### src/rtl/alu_pkg.sv
// Shared ALU definitions: opcode constants, default widths and arbiter state types.
package alu_pkg;

    localparam int unsigned ALU_W   = 32;
    localparam int unsigned ALU_OPW = 4;

    localparam logic [3:0] ALU_ADD    = 4'b0000;
    localparam logic [3:0] ALU_CMP    = 4'b0001;
    localparam logic [3:0] ALU_AND    = 4'b0010;
    localparam logic [3:0] ALU_XOR    = 4'b0011;
    localparam logic [3:0] ALU_SLL    = 4'b0100;
    localparam logic [3:0] ALU_SRL    = 4'b0101;
    localparam logic [3:0] ALU_SRA    = 4'b0110;
    localparam logic [3:0] ALU_DIFF   = 4'b0111;
    // Bit 3 of the opcode selects the register shift amount instead of shamt.
    localparam logic [3:0] ALU_VAR_SH = 4'b1000;

    typedef enum logic [1:0] {
        LOCK_NONE = 2'b00,
        LOCK_P0   = 2'b01,
        LOCK_P1   = 2'b10
    } lock_e;

    typedef enum logic [1:0] {
        GRANT_NONE = 2'b00,
        GRANT_P0   = 2'b01,
        GRANT_P1   = 2'b10
    } grant_e;

endpackage

### src/rtl/arb_pick2.sv
// Combinational two-way grant from eligibility, lock owner and last-served pointer.
// ALU_ARB_RR_EN selects round-robin contention handling; otherwise port 0 has fixed priority.
module arb_pick2
    import alu_pkg::*;
(
    input  logic [1:0] elig,
    input  lock_e      lock,
`ifdef ALU_ARB_RR_EN
    input  logic       last,
`endif
    output grant_e     grant
);

    always_comb begin
        grant = GRANT_NONE;
        if (lock == LOCK_P0 && elig[0]) begin
            grant = GRANT_P0;
        end else if (lock == LOCK_P1 && elig[1]) begin
            grant = GRANT_P1;
        end else if (elig == 2'b11) begin
`ifdef ALU_ARB_RR_EN
            grant = last ? GRANT_P0 : GRANT_P1;
`else
            grant = GRANT_P0;
`endif
        end else if (elig[0]) begin
            grant = GRANT_P0;
        end else if (elig[1]) begin
            grant = GRANT_P1;
        end
    end

endmodule

### src/rtl/alu_arbiter.sv
// Shares the execute-stage ALU between two requesters and holds one result per port.
// Define ALU_ARB_RR_EN for round-robin arbitration; default build uses fixed priority.
module alu_arbiter
    import alu_pkg::*;
#(
    parameter int unsigned W   = ALU_W,
    parameter int unsigned OPW = ALU_OPW
) (
    input  logic           clk,
    input  logic           rst,

    input  logic           req0_valid,
    output logic           req0_ready,
    input  logic [W-1:0]   req0_a,
    input  logic [W-1:0]   req0_b,
    input  logic [4:0]     req0_shamt,
    input  logic [OPW-1:0] req0_op,
    input  logic           req0_lock,

    input  logic           req1_valid,
    output logic           req1_ready,
    input  logic [W-1:0]   req1_a,
    input  logic [W-1:0]   req1_b,
    input  logic [4:0]     req1_shamt,
    input  logic [OPW-1:0] req1_op,
    input  logic           req1_lock,

    output logic           resp0_valid,
    input  logic           resp0_ready,
    output logic [W-1:0]   resp0_result,
    output logic           resp0_carry,

    output logic           resp1_valid,
    input  logic           resp1_ready,
    output logic [W-1:0]   resp1_result,
    output logic           resp1_carry,

    output logic [W-1:0]   alu_in1,
    output logic [W-1:0]   alu_in2,
    output logic [4:0]     alu_shamt,
    output logic [OPW-1:0] alu_op,
    input  logic [W-1:0]   alu_out,
    input  logic           alu_carry
);

    logic       free0;
    logic       free1;
    logic [1:0] elig;
    logic       acc0;
    logic       acc1;
    grant_e     grant;
    lock_e      lock_q;

    assign free0 = !resp0_valid || resp0_ready;
    assign free1 = !resp1_valid || resp1_ready;
    assign elig  = {req1_valid && free1, req0_valid && free0} & {2{!rst}};

`ifdef ALU_ARB_RR_EN
    logic last_q;

    always_ff @(posedge clk) begin
        if (rst) begin
            last_q <= 1'b1;
        end else if (acc0) begin
            last_q <= 1'b0;
        end else if (acc1) begin
            last_q <= 1'b1;
        end
    end

    arb_pick2 u_pick (
        .elig  (elig),
        .lock  (lock_q),
        .last  (last_q),
        .grant (grant)
    );
`else
    arb_pick2 u_pick (
        .elig  (elig),
        .lock  (lock_q),
        .grant (grant)
    );
`endif

    assign acc0       = (grant == GRANT_P0);
    assign acc1       = (grant == GRANT_P1);
    assign req0_ready = acc0;
    assign req1_ready = acc1;

    always_comb begin
        alu_in1   = '0;
        alu_in2   = '0;
        alu_shamt = '0;
        alu_op    = '0;
        if (acc0) begin
            alu_in1   = req0_a;
            alu_in2   = req0_b;
            alu_shamt = req0_shamt;
            alu_op    = req0_op;
        end else if (acc1) begin
            alu_in1   = req1_a;
            alu_in2   = req1_b;
            alu_shamt = req1_shamt;
            alu_op    = req1_op;
        end
    end

    always_ff @(posedge clk) begin
        if (rst) begin
            resp0_valid  <= 1'b0;
            resp0_result <= '0;
            resp0_carry  <= 1'b0;
        end else if (acc0) begin
            resp0_valid  <= 1'b1;
            resp0_result <= alu_out;
            resp0_carry  <= alu_carry;
        end else if (resp0_ready) begin
            resp0_valid  <= 1'b0;
        end
    end

    always_ff @(posedge clk) begin
        if (rst) begin
            resp1_valid  <= 1'b0;
            resp1_result <= '0;
            resp1_carry  <= 1'b0;
        end else if (acc1) begin
            resp1_valid  <= 1'b1;
            resp1_result <= alu_out;
            resp1_carry  <= alu_carry;
        end else if (resp1_ready) begin
            resp1_valid  <= 1'b0;
        end
    end

    // A cycle without any accept means no port was eligible, including a locked one,
    // so the lock always drops then; an accept re-arms it only for the accepting port.
    always_ff @(posedge clk) begin
        if (rst) begin
            lock_q <= LOCK_NONE;
        end else if (acc0) begin
            lock_q <= req0_lock ? LOCK_P0 : LOCK_NONE;
        end else if (acc1) begin
            lock_q <= req1_lock ? LOCK_P1 : LOCK_NONE;
        end else begin
            lock_q <= LOCK_NONE;
        end
    end

endmodule

### config.mk
export PLATFORM = sky130hd
export DESIGN_NAME = alu_arbiter
export DESIGN_NICKNAME = d
export VERILOG_FILES = /design/src/rtl/alu_pkg.sv /design/src/rtl/arb_pick2.sv /design/src/rtl/alu_arbiter.sv
export SDC_FILE = /design/constraint.sdc
export NUM_CORES = 1
export LEC_CHECK = 0
export ABC_AREA = 1
export CORE_AREA = 2 2 130 132
export DETAILED_ROUTE_END_ITERATION = 8
export DIE_AREA = 0 0 132 134
export SYNTH_ARGS = -nofsm -noshare
export SYNTH_HDL_FRONTEND = slang
export SYNTH_SLANG_ARGS = --single-unit
### constraint.sdc
create_clock -name clk -period 2.1 [get_ports clk]
set_input_delay 0.315 -clock clk [delete_from_list [all_inputs] [get_ports clk]]
set_output_delay 0.315 -clock clk [all_outputs]
set_load 0.05 [all_outputs]
==> flow_summary.yaml, run 1 <==
synth:
  synth_top_area_cell: "sky130_fd_sc_hd__dfxtp_1"
  unique_masters_post_synth: 17
  synth_area_um2: 3810
  synth-async-reset-ratio_pct: 0
  syn_inst: 655
  synthMostInstantiatedCell: "sky130_fd_sc_hd__nand2_1"
  edff_count_synth: 0
  synth_area_per_cell_um2: 5.81
  yosys.area.top_type_share_pct: 36.8
  synthTopCellsByArea: "sky130_fd_sc_hd__dfxtp_1, sky130_fd_sc_hd__nand2_1, sky130_fd_sc_hd__nor2_1, sky130_fd_sc_hd__nand3b_1, sky130_fd_sc_hd__inv_1"
  synth_top_flop_cell: "sky130_fd_sc_hd__dfxtp_1"
  sequential_to_total_area_share_from_yosys_stat_pct: 36.8
  synthesis.yosys.warnings: 0
  yosys_register_bits: 70
  synth_fp_nets: 842
  synth_commonest_cells: "sky130_fd_sc_hd__nand2_1, sky130_fd_sc_hd__nor2_1, sky130_fd_sc_hd__dfxtp_1"
detailed_routing:
  drtPass1Iterations: 4
  total_via_count_after_detailed_routing: 5089
  drc: 0
  route.final.wire_length_um: 19300
  vias_per_cell: 4.16
  avgRoutedWirePerCell_um: 15.8
  final_antenna_net_count: 0
  drt_iter0_drc: 216
power_and_ir_drop:
  power_density_nw_per_um2: 601
  power.leakage_nw: 4.14
  design_power_total_mw: 5.47
  irDropWorstVdd_mv: 0.414
clock_network:
  clock_sink_count: 70
  cts_max_level: 3
  cts-root-to-sink-buffers: 2
  clk_pin_slew_ns: 0.05
  cts_buffers: 9
  cts_tree: "built"
  cts.root.buffer_cell: "sky130_fd_sc_hd__clkbuf_16"
  cts_hold_repair.buffers: 0
  worst_skew_pair.late_latency_ns: 0.33
min_path:
  whs_endpoint: "resp0_valid"
  worstHoldPathType: "in -> reg"
  hold_path_startpoint: "resp0_ready"
  holdPathStages: 5
placement:
  placedCellCount: 1185
  finalWeightedCongestion: 0.881
  placement.io_buffers: 329
  placed_cell_area_um2: 8140
  dpl.hpwl_um: 14300
sta:
  slew_violations: 0
  finalWorstPathRequiredPeriod_ns: 2.07
  final_min_period_over_clock_period_pct: 98.7
  final-hold-violation-count: 0
  worst_slew_margin_rel_pct: 51.6
  setup-violations-final: 0
  skew_ns: 0.0105
  setup_tns_ns: 0
  max_freq_ghz: 0.483
  worst-slew-pin-transition_ns: 0.727
setup_path:
  critical_path.n_buffers_inverters: 7
  worst_r2r_path_depth: 9
  crit_top_cell: "sky130_fd_sc_hd__buf_12"
  setup.worst_path.start_class: "input pin"
  regToRegSetupSlack_ns: 0.57
  path_cells: "clkdlybuf4s50_1 > inv_1 > nand2_2 > nand2_2 > inv_4 > nand2_4 > inv_8 > buf_12 > buf_12 > nand2_1 > nand2_1 > buf_12"
  timing.critical_path.to_type: "output pin"
  critical-path-slowest-cell: "sky130_fd_sc_hd__clkdlybuf4s50_1"
  crit_required_ns: 1.78
  arrival_ns: 1.76
  worstReg2RegEnd: "resp0_result[22]"
  critical-path-top-delay-family: "buffers and inverters"
  critPathKind: "in -> out"
  worstPathMaxFanout: 7
  critPathMaxStageDelay_ns: 0.45
  worstReg2RegStart: "lock_q[1]"
floorplanning:
  core-area_um2: 16300
  fp.dieW_um: 132
  die-height_um: 134
  initial_cell_density_of_the_core_pct: 23.4
  die_area_um2: 17700
  io_pins: 330
  placement_rows: 47
global_route:
  via_count_of_the_first_global_routing_pass: 4774
  number_of_antenna_violations_at_the_first_check_in_global_routing: 7
  overall_global_routing_resource_usage_pct: 20.1
  grt_pass1_wl_um: 27400
  globalRoute.totalOverflow: 0
  grt_max_degree: 67
final_layout:
  num-nets-final: 1178
  layout.cell_area.non_filler_um2: 9100
  drive_above_1_share_pct: 21.9
  areaGrowthSynthToFinish_pct: 139
  num-fill-cells: 1503
  finalCoreUtilization_pct: 55.9
  final-instance-count-excl-fill: 1223
run_status:
  status: "completed"
job:
  max-cap-violations: 0
==> worst reg2reg max path, delay by kind of cell (launching register included) <==
kind | cells | cell delay, ns
buf+inv | 3 | 0.58
flops | 1 | 0.33
simple gates | 6 | 0.51
==> per-stage QoR <==
step / setup slack (ns) / hold slack (ns)
2_1_floorplan: 0.0294 / 0.384
3_3_place_gp: -0.0759 / 0.463
3_5_place_dp: -0.0954 / 0.471
4_1_cts: -0.0461 / 0.373
5_1_grt: -0.0286 / 0.436
6_report: 0.0280 / 0.413
==> worst max path at each step <==
| stage | from | endpoint | slack, ns | depth (start not counted) |
|---|---|---|---|---|
| floorplan | resp1_valid | alu_in1[22] | 0.03 | 7 |
| global placement | rst | alu_op[0] | -0.08 | 11 |
| detailed placement | rst | alu_op[0] | -0.1 | 11 |
| CTS | resp0_ready | alu_in1[15] | -0.05 | 11 |
| finish | resp1_ready | alu_in1[21] | 0.03 | 12 |
| global route | resp1_ready | alu_in1[21] | -0.03 | 12 |
==> cell usage in the layout, fill, tap and decap left out <==
| cell | n |
|---|---|
| sky130_fd_sc_hd__nand3b_1 | 33 |
| sky130_fd_sc_hd__clkbuf_8 | 3 |
| sky130_fd_sc_hd__clkdlybuf4s50_1 | 250 |
| sky130_fd_sc_hd__inv_8 | 2 |
| sky130_fd_sc_hd__inv_2 | 2 |
| sky130_fd_sc_hd__bufinv_16 | 1 |
| sky130_fd_sc_hd__a21oi_1 | 1 |
| sky130_fd_sc_hd__nand2_2 | 67 |
| sky130_fd_sc_hd__clkbuf_16 | 18 |
| sky130_fd_sc_hd__buf_12 | 81 |
| sky130_fd_sc_hd__clkinvlp_4 | 2 |
| sky130_fd_sc_hd__inv_1 | 41 |
| sky130_fd_sc_hd__dlymetal6s2s_1 | 2 |
| sky130_fd_sc_hd__diode_2 | 7 |
| sky130_fd_sc_hd__nor2_4 | 1 |
| sky130_fd_sc_hd__nand3_4 | 1 |
| sky130_fd_sc_hd__dfxtp_1 | 69 |
| sky130_fd_sc_hd__nand2_4 | 16 |
| sky130_fd_sc_hd__buf_16 | 1 |
| sky130_fd_sc_hd__clkinv_4 | 1 |
| sky130_fd_sc_hd__inv_4 | 1 |
| sky130_fd_sc_hd__nor2_2 | 1 |
| sky130_fd_sc_hd__dfxtp_2 | 1 |
| sky130_fd_sc_hd__nand3_1 | 1 |
| sky130_fd_sc_hd__nor2_1 | 136 |
| sky130_fd_sc_hd__nand2_1 | 242 |
| sky130_fd_sc_hd__buf_6 | 5 |
| sky130_fd_sc_hd__dlygate4sd2_1 | 2 |
| sky130_fd_sc_hd__o21ai_0 | 1 |
| sky130_fd_sc_hd__buf_4 | 14 |
==> state kept, by name (all words and copies together) (netlist names) <==
name,cells
resp0_result,32
resp0_carry,1
lock_q,2
resp1_carry,1
resp1_result,32
resp1_valid,1
resp0_valid,1
==> final cells by class <==
class / instances / area (µm²) / area share (%)
diodes: 7 / 17.5 / 0.192
well taps: 220 / 275 / 3.02
multi-input cells: 500 / 2320 / 25.4
clock inverters: 4 / 53.8 / 0.591
clock buffers: 12 / 267 / 2.93
repair buffers: 364 / 4580 / 50.3
flip-flops and latches: 70 / 1400 / 15.4
inverters: 46 / 190 / 2.09
==> repair_timing <==
| action | 4_1_cts | 5_1_grt |
|---|---|---|
| hold endpoints to repair | 0 | 0 |
| setup buffers | 1 | 2 |
| setup endpoints to repair | 64 | 74 |
| resized for setup | 59 | 58 |
| gates cloned | 1 | 11 |
| pin swaps | 1 | 17 |
==> routing by layer <==
metal	vias to the layer above	track usage, %	routed length, µm
met5	-	0	0
met4	0	8.64	482
met3	25	6.61	1450
met2	195	34.6	9570
met1	2253	23.0	7830
li1	2616	-	-
==> report_power, final <==
part	switching (mW)	leakage, nW	total, mW	internal [mW]
Combinational	1.28	3.42	2.38	1.10
Clock	0.594	0.151	1.61	1.02
Sequential	0.0464	0.577	1.47	1.42
==> kinds of logic after synthesis <==
group,after synthesis,synth area share [%]
buf+inv,85,10.2
flops,70,36.8
compound gates,2,0.263
simple gates,498,52.7
(Power assumes the default switching activity.)
==> run 2, diff against run 1 <==
--- a/config.mk
+++ b/config.mk
@@ -11,2 +11,3 @@
 export DIE_AREA = 0 0 132 134
+export PLACE_DENSITY_LB_ADDON = 0.08
 export SYNTH_ARGS = -nofsm -noshare
@@ -14 +15,2 @@
 export SYNTH_SLANG_ARGS = --single-unit
+export TNS_END_PERCENT = 20
--- a/constraint.sdc
+++ b/constraint.sdc
@@ -3,2 +3,2 @@
 set_output_delay 0.315 -clock clk [all_outputs]
-set_load 0.05 [all_outputs]
+set_load 0.01 [all_outputs]
==> run 2 against run 1 <==
  * Sequential cell count did not move
  * Cell count decreased by 0.49%
  * Global-route usage down 0.62 points
  * Via count fell by 2.9%
  * Total power shrank 16%
  * Routed wire length decreased by 4.3%
  * First-iteration DRC count down 10%
  * Utilization decreased by 7.4 points
  * Sequential share of layout area rose by 2.3 points
==> flow_summary.yaml, run 2 (synthesized netlist as in run 1, its figures left out) <==
detailed_routing:
  final_antenna_net_count: 0
  drt_iter0_drc: 194
  drc: 0
  route.final.wire_length_um: 18500
  avgRoutedWirePerCell_um: 15.2
  vias_per_cell: 4.06
  drtPass1Iterations: 4
  total_via_count_after_detailed_routing: 4943
sta:
  setup-violations-final: 0
  final-hold-violation-count: 0
  worst_slew_margin_rel_pct: 52.8
  max_freq_ghz: 0.507
  finalWorstPathRequiredPeriod_ns: 1.97
  rsz0062_at_grt: "false"
  worst-slew-pin-transition_ns: 0.709
  postLayoutSetupSlackWorst_ns: 0.129
  slew_violations: 0
  final_min_period_over_clock_period_pct: 93.9
  skew_ns: 0.00728
job:
  max-cap-violations: 0
clock_network:
  cts-root-to-sink-buffers: 2
  cts_buffers: 9
  cts_max_level: 3
  cts_tree: "built"
  worst_skew_pair.late_latency_ns: 0.33
  clk_pin_slew_ns: 0.05
  cts.root.buffer_cell: "sky130_fd_sc_hd__clkbuf_16"
  clock_sink_count: 70
  cts_hold_repair.buffers: 0
setup_path:
  path_cells: "dlygate4sd2_1 > buf_4 > nor2_2 > nand3_4 > nand2_8 > clkinv_8 > clkbuf_16 > nand2_1 > nand2_2 > buf_6"
  worstReg2RegStart: "lock_q[1]"
  critical-path-slowest-cell: "sky130_fd_sc_hd__dlygate4sd2_1"
  arrival_ns: 1.66
  critPathMaxStageDelay_ns: 0.29
  critPathKind: "in -> out"
  crit_path_launch: "rst"
  timing.critical_path.to_type: "output pin"
  crit_required_ns: 1.78
  worstPathMaxFanout: 10
  setup.worst_path.start_class: "input pin"
placement:
  finalWeightedCongestion: 0.872
  dpl.hpwl_um: 13100
  detailedPlace.worstSlack_ns: -0.368
  placedCellCount: 1183
  placement.io_buffers: 329
min_path:
  hold_path_startpoint: "resp1_ready"
  worstHoldPathType: "in -> reg"
floorplanning:
  placement_rows: 47
  fp.dieW_um: 132
  core-area_um2: 16300
  die-height_um: 134
  die_area_um2: 17700
  initial_cell_density_of_the_core_pct: 23.4
  io_pins: 330
power_and_ir_drop:
  power.leakage_nw: 3.86
  power_density_nw_per_um2: 580
  irDropWorstVdd_mv: 0.370
final_layout:
  sequential_cell_area_um2: 1400
  num-fill-cells: 1714
  final-instance-count-excl-fill: 1217
  most-common-layout-cells: "sky130_fd_sc_hd__nand2_1, sky130_fd_sc_hd__clkdlybuf4s50_1, sky130_fd_sc_hd__nor2_1, sky130_fd_sc_hd__dfxtp_1, sky130_fd_sc_hd__buf_2"
  layout_commonest_cell: "sky130_fd_sc_hd__nand2_1"
  drive_above_1_share_pct: 15.9
  num-nets-final: 1179
  multiInputGateArea_um2: 2110
  areaGrowthSynthToFinish_pct: 108
  largest_registers: "resp0_result: 32 flops, resp1_result: 32 flops, lock_q: 2 flops"
run_status:
  status: "completed"
global_route:
  via_count_of_the_first_global_routing_pass: 4414
  number_of_antenna_violations_at_the_first_check_in_global_routing: 1
  grt_pass1_wl_um: 26700
  grt_max_degree: 69
  globalRoute.totalOverflow: 0
  overall_global_routing_resource_usage_pct: 19.5
==> run 2: final cells by class <==
type	count	area share [%]
timing repair buffer	364	45.2
clock buffer	9	2.85
inverter	46	2.42
timing repair inverter	1	0.111
antenna	1	0.0317
tap	220	3.48
multi-input combinational	500	26.8
clock inverter	6	1.41
sequential	70	17.7
==> run 2: stage by stage <==
| stage | area, µm² | total power, mW | util (%) | TNS (ns) | hold slack [ns] |
|---|---|---|---|---|---|
| 3_5_place_dp | 7350 | 2.83 | 45.1 | -24.93 | 0.472 |
| 6_report | 7900 | 4.58 | 48.5 | 0 | 0.386 |
| 5_1_grt | 7900 | 4.82 | 48.5 | 0 | 0.402 |
| 2_1_floorplan | 3810 | 1.98 | - | 0 | 0.384 |
| 3_3_place_gp | 7350 | 2.83 | 45.1 | -24.40 | 0.461 |
| 4_1_cts | 7700 | 4.59 | 47.3 | -2.50 | 0.484 |
==> run 2: worst max-delay path: cells and delay by family <==
| kind | cells | cell delay, ns |
|---|---|---|
| buf+inv | 5 | 0.85 |
| simple gates | 5 | 0.50 |
==> run 2: worst paths after layout <==
path	to	slack (ns)	cells after the start
setup reg to reg	resp0_valid	0.36	7
hold reg to reg	resp1_result[10]	0.48	2
setup / recovery	alu_shamt[4]	0.13	10
hold / removal	resp1_valid	0.39	5
==> run 2: routing by layer <==
| metal | global-route usage (%) | wire length, µm | up-vias | part of all wire [%] |
|---|---|---|---|---|
| li1 | - | - | 2622 | - |
| met1 | 22.9 | 7750 | 2107 | 42 |
| met2 | 33.6 | 9050 | 189 | 49 |
| met3 | 5.93 | 1210 | 25 | 6.5 |
| met4 | 7.25 | 491 | 0 | 2.7 |
| met5 | 0 | 0 | - | 0 |
==> run 2: where the power goes <==
| group | leakage (nW) | internal (mW) | switching [mW] | total (mW) |
|---|---|---|---|---|
| logic | 3.13 | 0.789 | 0.589 | 1.38 |
| clock network | 0.161 | 1.15 | 0.577 | 1.73 |
| registers | 0.576 | 1.42 | 0.0470 | 1.47 |
| total | 3.86 | 3.37 | 1.21 | 4.58 |
==> run 2: repair_timing <==
action / in CTS / in global routing
setup endpoints to repair: 75 / 73
pin swaps: 3 / 9
gates resized for setup: 283 / 79
buffers inserted: 0 / 6
gates cloned: 6 / 7
